### src/rtl/rr_arb_nto1_pkg.sv
// Shared crossbar definitions: index-width helper, payload slicing and reset constants
// used by the N-to-1 arbiter and the 1-to-M demux generator.
package rr_arb_nto1_pkg;

    localparam int PTR_RST    = 0;
    localparam int DEFAULT_PW = 4;

    // Index width for n sources; a single source still needs one bit.
    function automatic int clog2_min1(input int n);
        return (n <= 2) ? 1 : $clog2(n);
    endfunction

    // LSB position of source idx inside a flat {src[N-1], ..., src[0]} payload bus.
    function automatic int pld_lsb(input int idx, input int pw);
        return idx * pw;
    endfunction

endpackage

### src/rtl/rr_pick.sv
// Combinational round-robin pick: lowest requester at or above ptr, else wrap to the
// lowest requester overall. Double-width mask / priority-encode form.
module rr_pick #(
    parameter int N  = 2,
    parameter int IW = 1
) (
    input  logic [N-1:0]  i_vld,
    input  logic [IW-1:0] i_ptr,
    output logic [N-1:0]  o_gnt,
    output logic [IW-1:0] o_gnt_idx,
    output logic          o_any
);

    logic [N-1:0]   w_mask;
    logic [2*N-1:0] w_dbl;
    int             w_pos;

    always_comb begin
        for (int i = 0; i < N; i++) begin
            w_mask[i] = (i >= int'(i_ptr));
        end
        // Low half holds requesters at/after ptr, high half the wrapped copy.
        w_dbl = {i_vld, i_vld & w_mask};
        w_pos = 0;
        for (int j = 2*N-1; j >= 0; j--) begin
            if (w_dbl[j]) w_pos = j;
        end
        o_any     = |i_vld;
        o_gnt_idx = (w_pos >= N) ? IW'(w_pos - N) : IW'(w_pos);
        o_gnt     = o_any ? (N'(1) << o_gnt_idx) : '0;
    end

endmodule

### src/rtl/rr_arb_nto1.sv
// N-to-1 round-robin arbiter with a single-entry output register; one instance per
// crossbar destination column.
module rr_arb_nto1
    import rr_arb_nto1_pkg::*;
#(
    parameter int N  = 2,
    parameter int PW = DEFAULT_PW,
    parameter int IW = clog2_min1(N)
) (
    input  logic            i_clk,
    input  logic            i_rst,
    input  logic [N-1:0]    i_vld_src,
    input  logic [N*PW-1:0] i_pld_src,
    output logic [N-1:0]    o_rdy_src,
    output logic            o_vld_dst,
    output logic [PW-1:0]   o_pld_dst,
    output logic [IW-1:0]   o_sel_dst,
    input  logic            i_rdy_dst
);

    logic          r_vld;
    logic [PW-1:0] r_pld;
    logic [IW-1:0] r_sel;
    logic [IW-1:0] r_ptr;

    logic [N-1:0]  w_gnt;
    logic [IW-1:0] w_idx;
    logic          w_any;
    logic          w_can_load;

    rr_pick #(.N(N), .IW(IW)) u_pick (
        .i_vld     (i_vld_src),
        .i_ptr     (r_ptr),
        .o_gnt     (w_gnt),
        .o_gnt_idx (w_idx),
        .o_any     (w_any)
    );

    // Refill is allowed in the same cycle the destination pops the held beat.
    assign w_can_load = !r_vld || i_rdy_dst;
    assign o_rdy_src  = (w_can_load && !i_rst) ? w_gnt : '0;

    always_ff @(posedge i_clk) begin
        if (i_rst) begin
            r_vld <= 1'b0;
            r_pld <= '0;
            r_sel <= '0;
            r_ptr <= IW'(PTR_RST);
        end else if (w_can_load) begin
            r_vld <= w_any;
            if (w_any) begin
                r_pld <= i_pld_src[pld_lsb(int'(w_idx), PW) +: PW];
                r_sel <= w_idx;
                r_ptr <= (w_idx == IW'(N-1)) ? '0 : w_idx + IW'(1);
            end
        end
    end

    assign o_vld_dst = r_vld;
    assign o_pld_dst = r_pld;
    assign o_sel_dst = r_sel;

endmodule

### config.mk
export PLATFORM = sky130hd
export DESIGN_NAME = rr_arb_nto1
export DESIGN_NICKNAME = d
export VERILOG_FILES = /design/src/rtl/rr_arb_nto1_pkg.sv /design/src/rtl/rr_pick.sv /design/src/rtl/rr_arb_nto1.sv
export SDC_FILE = /design/constraint.sdc
export NUM_CORES = 1
export LEC_CHECK = 0
export ABC_AREA = 1
export ABC_CLOCK_PERIOD_IN_PS = 1200
export BUFFER_PORTS_ARGS = -buffer_cell sky130_fd_sc_hd__buf_2
export CORE_AREA = 2 2 39 41
export DETAILED_ROUTE_END_ITERATION = 12
export DIE_AREA = 0 0 41 43
export HOLD_SLACK_MARGIN = 0.02
export SETUP_SLACK_MARGIN = 0.5
export SKIP_LAST_GASP = 1
export SLEW_MARGIN = 10
export SYNTH_ARGS = -nofsm -noshare
export SYNTH_HDL_FRONTEND = slang
export SYNTH_SLANG_ARGS = --single-unit
### constraint.sdc
create_clock -name i_clk -period 1.2 [get_ports i_clk]
set_clock_uncertainty 0.15 [all_clocks]
set_input_delay 0.12 -clock i_clk [delete_from_list [all_inputs] [get_ports i_clk]]
set_output_delay 0.12 -clock i_clk [all_outputs]
set_load 0.005 [all_outputs]
==> out/metrics.yaml, run 1 <==
setup_path:
  cpMostUsedCell: "buf_6"
  cp.depth: 8
  crit_chain: "nand2_4 > o21ai_4 > buf_4 > buf_6 > buf_6 > buf_6 > nand3_1 > nand3_1"
  critPathLaunchType: "flip-flop"
  crit_slowest_cell: "dfxtp_2"
  crit_start: "o_vld_dst$_SDFFE_PP0P_"
  reg2regPathDepth: 8
  critPathKind: "flip-flop to flip-flop"
  worstSetupEndpoint: "o_pld_dst[2]$_SDFFE_PP0P_"
  worst-path-buf-inv: 4
  r2r_end: "o_pld_dst[2]$_SDFFE_PP0P_"
  critical-path-top-delay-family: "buffers and inverters"
  required_ps: 1190
  worst_path_largest_cell_delay_ps: 330
  critPathMaxFanout: 5
  crit_arrival_ps: 1330
  r2r-start: "o_vld_dst$_SDFFE_PP0P_"
  r2r_slack_ps: -140
  crit_path_end_kind: "flip-flop"
synthesis:
  synth_warnings: 0
  ys_async_sr_fraction_pct: 0
  synth_ff_type: "dfxtp_1"
  synth_seq_cells: 7
  synth.avg_cell_area_um2: 7.481
  postSynthCellCount: 48
  netlist_area_um2: 359.1
  syn-num-nets: 61
  ys_types: 15
  seq_area_frac_synth_pct: 39.02
  synth.area.top_cells: "dfxtp_1 (39%), nand2_1 (17%), a21oi_2 (9.8%), nand3_1 (7.0%), nand2_2 (5.2%)"
  synth.most_common_cell: "nand2_1"
  synth_top_area_share_pct: 39.02
  synth_top_area_cell: "dfxtp_1"
  synthTopCellsByCount: "nand2_1 (16), dfxtp_1 (7), nand3_1 (5)"
  synth_edf_count: 0
pwr:
  p_sw_mw: 0.2008
  internal-power_mw: 0.4974
  switching_share_pct: 28.76
  total_power_mw: 0.6982
  seq_power_share_pct: 38.4
  p_per_area_nw_per_um2: 1053
  p_clk_share_pct: 31.4
  pwr-share-comb_pct: 30.2
  p_leak_nw: 0.3422
  peakVddDrop_mv: 0.3749
clocking:
  clk_pin_slew_ps: 50
  cts-root-buf: "clkbuf_4"
  cts_tree: "yes"
  clock_latency_ps: 250
  cts.path.max_buffers: 2
  numCtsBuffers: 3
  htreeDepth: 1
  cts.sinks: 7
global_routing:
  grt_usage_pct: 13.38
  grt.met1_usage_pct: 15.21
  met2_usage_pct: 19.06
  grt_max_degree: 10
  top_usage_layer: "met2"
  grt_antenna_before_repair: 0
  grt_overflow_total: 0
  grt_pass1_vias: 391
  grt_pass1_wl_um: 1497
  gr-usage-met3_pct: 3.665
floorplanning:
  die_h_um: 43
  ios: 21
  fp.dieW_um: 41
  placementRows: 14
  initial_utilization_pct: 25.95
  placeableCoreArea_um2: 1384
  dieArea_um2: 1763
cells_and_area:
  antennaDiodeCount: 0
  layout.nets: 98
  drive_above_1_share_pct: 71.43
  fillCellCount: 143
  syn2layout_area_growth_pct: 84.67
  final_cells: 100
worst_hold_path:
  min_path_type: "input port to flip-flop"
detailed_routing:
  drt-initial-drc-count: 4
  post-route-drc-count: 0
  wl_per_cell_um: 10.90
  first_pass_iters: 4
  routed_wl_um: 1090
  viasPerCell: 4.450
  route.antenna.remaining_nets: 0
  vias: 445
timing:
  finalWorstSetupSlack_ps: -138.8
  finalSetupViolCount: 9
  tightest_slew_ps: 240.9
  slew_viol_final: 0
  hold_viol: 1
  relSlewSlack_pct: 83.94
  max_freq_ghz: 0.7469
  rsz0062_at_grt: "yes"
  min_period_over_period_pct: 111.6
  hold_slack_ps: -60.96
  min_period_ps: 1339
place:
  dpl.cell_count: 85
  hpwl_um: 694.4
  portBuffers: 20
  gp_congestion: 0.7490
run_status:
  status: "finished, violations left"
  failed_checks: "negative hold slack, negative setup slack"
flow_run:
  drv_cap: 0
-- placed cells by master, fill, tap and decap left out, drive strengths merged --
cell / netlist / layout
inv: 4 / 4
nand4: 1 / 1
clkbuf: 0 / 4
o21ai: 1 / 1
nand3: 6 / 6
buf: 1 / 33
dfxtp: 7 / 7
a21oi: 6 / 6
a21boi: 1 / 1
nor2: 2 / 2
nand2: 19 / 19
-- registers in the layout (all words and copies together), names as in the netlist --
name	cells
o_sel_dst	1
o_vld_dst	1
r_ptr	1
o_pld_dst	4
-- layout make-up --
class / count / area (um^2) / area share [%]
multi-input combinational: 36 / 227.7 / 34.34
timing repair buffer: 33 / 225.2 / 33.96
sequential: 7 / 148.9 / 22.45
clock buffer: 4 / 26.28 / 3.962
tap: 16 / 20.02 / 3.019
inverter: 4 / 15.01 / 2.264
-- per-layer routing --
metal | up-vias | wire length, um
met3 | 4 | 88
met5 | - | 0
met4 | 0 | 30
met1 | 192 | 476
li1 | 228 | -
met2 | 21 | 494
-- worst min-delay path, cell delays in order --
cell and delay [ps]:
buf_2 80, nand2_1 50, nand3_1 70
-- kinds of logic after synthesis --
logic type             synth area share, %
AND/OR/NAND/NOR                      36.24
AO/OA/AOI/OAI                        19.16
flip-flops                           39.02
buffers and inverters                5.572
-- per-stage QoR --
stage,TNS [ps],instance area (um^2),utilization (%),setup WS (ps),hold WS [ps]
after floorplan,0,381.6,-,235.8,83.22
after global placement,0,511.7,36.98,136.1,179.0
after detailed placement,0,511.7,36.98,116.2,190.0
after CTS,-220.6,629.4,45.48,-99.27,-81.89
after global routing,-1012,663.1,47.92,-166.9,-67.23
final,-603.0,663.1,47.92,-138.8,-60.96
-- worst min path at each step --
stage,cells after the start,end,startpoint,slack (ps)
2_1_floorplan,2,o_pld_dst[2]$_SDFFE_PP0P_,i_pld_src[6],80
3_3_place_gp,3,o_pld_dst[2]$_SDFFE_PP0P_,i_pld_src[6],180
3_5_place_dp,3,o_pld_dst[2]$_SDFFE_PP0P_,i_pld_src[6],190
4_1_cts,3,o_pld_dst[2]$_SDFFE_PP0P_,i_pld_src[6],-80
5_1_grt,3,o_pld_dst[2]$_SDFFE_PP0P_,i_pld_src[6],-70
6_report,3,o_pld_dst[2]$_SDFFE_PP0P_,i_pld_src[6],-60
-- power groups by stage --
| stage | logic (mW) | registers, mW | clock network (mW) |
|---|---|---|---|
| after global routing | 0.230 | 0.271 | 0.239 |
| after detailed placement | 0.146 | 0.270 | 0 |
| final | 0.211 | 0.268 | 0.219 |
| after floorplan | 0.0813 | 0.271 | 0 |
| after global placement | 0.145 | 0.270 | 0 |
| after CTS | 0.191 | 0.267 | 0.229 |
-- repair_timing --
item | 4_1_cts | 5_1_grt
setup endpoints to repair | 15 | 15
resized for setup | 10 | 4
pin swaps | 6 | 2
endpoints found under the hold margin | 5 | 2
buffers inserted | 9 | 2
Note: power is estimated with default switching activity, not from simulation.
==> run 2: changes to the inputs <==
Settings changed: ABC_CLOCK_PERIOD_IN_PS 1200 to 1500.
Clock period 1.2 ns to 1.5 ns, I/O delays scaled along.
==> out/metrics.yaml, run 2 (synthesis results as in run 1) <==
detailed_routing:
  route.antenna.remaining_nets: 0
  vias: 441
  post-route-drc-count: 0
  drt-initial-drc-count: 4
  first_pass_iters: 2
  routed_wl_um: 993
  viasPerCell: 4.546
  wl_per_cell_um: 10.24
place:
  gp_congestion: 0.7535
  dpl_cell_area_um2: 485.5
  portBuffers: 20
  hpwl_um: 688.9
  post-place-ws_ps: 280.4
run_status:
  status: "complete, no violations"
cells_and_area:
  final_cell_area_um2: 629.4
  final_common_cell: "buf_2"
  drive_above_1_share_pct: 69.14
  syn2layout_area_growth_pct: 75.26
  largest_register_ffs: 4
  most-common-layout-cells: "buf_2 (19), nand2_1 (12), buf_4 (8)"
  post-route-util_pct: 45.48
  antennaDiodeCount: 0
  layout.nets: 95
pwr:
  peakVddDrop_mv: 0.3146
  p_per_area_nw_per_um2: 874.9
  p_leak_nw: 0.3248
setup_path:
  crit_arrival_ps: 1020
  required_ps: 1200
  crit_slowest_cell: "dfxtp_2"
  critical-path-top-delay-family: "flip-flops"
  crit_chain: "nand2_4 > o21ai_4 > inv_2 > nand2_2 > nor2_2 > buf_2"
  critPathLaunchType: "flip-flop"
  worst-path-buf-inv: 2
  critPathKind: "flip-flop to output port"
  critPathMaxFanout: 4
  worst_path_largest_cell_delay_ps: 330
  crit_path_end_kind: "output port"
clocking:
  clk_pin_slew_ps: 60
  cts.path.max_buffers: 2
  cts-root-buf: "clkbuf_4"
  htreeDepth: 1
  cts_tree: "yes"
  cts.sinks: 7
  numCtsBuffers: 3
  clock_latency_ps: 260
floorplanning:
  initial_utilization_pct: 25.95
  dieArea_um2: 1763
  placeableCoreArea_um2: 1384
  die_h_um: 43
  placementRows: 14
  fp.dieW_um: 41
  ios: 21
timing:
  setup_tns_ps: 0
  rsz0062_at_grt: "yes"
  max_freq_ghz: 0.7565
  tightest_slew_ps: 227.8
  min_period_ps: 1322
  relSlewSlack_pct: 84.81
  finalSetupViolCount: 0
  hold_slack_ps: 36.87
  finalWorstSetupSlack_ps: 178.2
  slew_viol_final: 0
  hold_viol: 0
  min_period_over_period_pct: 88.12
global_routing:
  grt_pass1_vias: 374
  grt_max_degree: 10
  grt_antenna_before_repair: 0
  grt_overflow_total: 0
  grt_usage_pct: 12.88
  grt_pass1_wl_um: 1476
worst_hold_path:
  min_path_type: "input port to flip-flop"
flow_run:
  drv_cap: 0
==> run 2: path summary, 6_finish.rpt <==
| check | start | slack (ps) | cells after the start | end |
|---|---|---|---|---|
| max | o_vld_dst$_SDFFE_PP0P_ | 180 | 6 | o_rdy_src[0] |
| min | i_rst | 40 | 2 | r_ptr$_SDFFE_PP0P_ |
| max reg2reg | o_vld_dst$_SDFFE_PP0P_ | 220 | 8 | o_pld_dst[3]$_SDFFE_PP0P_ |
| min reg2reg | o_sel_dst$_SDFFE_PP0P_ | 320 | 2 | o_sel_dst$_SDFFE_PP0P_ |
==> run 2: power breakdown <==
part           leakage [nW]  switching (mW)  internal, mW  total [mW]
registers            0.0602         0.00902         0.205       0.214
clock network        0.0150          0.0773         0.102       0.179
logic                 0.250          0.0762        0.0809       0.157
total                 0.325           0.163         0.388       0.551
==> run 2: timing repair <==
action	4_1_cts	5_1_grt
gates resized for setup	8	7
setup buffers	9	0
setup endpoints to repair	10	15
pin swaps	8	4
hold buffers	1	0
endpoints found under the hold margin	1	0
gates cloned	0	0
==> run 2: area by class of cell <==
type                            instances  area (um^2)
Fill cell                             142        754.5
Multi-Input combinational cell         36        231.5
Timing Repair Buffer                   30        187.7
Sequential cell                         7        148.9
Clock buffer                            4        26.28
Tap cell                               16        20.02
Inverter                                4        15.01
==> run 2: per-stage QoR <==
step | power, mW | cells
2_1_floorplan | 0.2778 | 48
3_3_place_gp | 0.3218 | 83
3_5_place_dp | 0.3228 | 83
4_1_cts | 0.5436 | 97
5_1_grt | 0.5823 | 97
6_report | 0.5506 | 97
==> run 2: layer usage <==
metal	up-vias	wire, um	GRT usage (%)
met5	-	0	0
li1	224	-	-
met4	0	37	12.00
met2	20	429	18.44
met1	192	426	15.53
met3	5	100	1.571
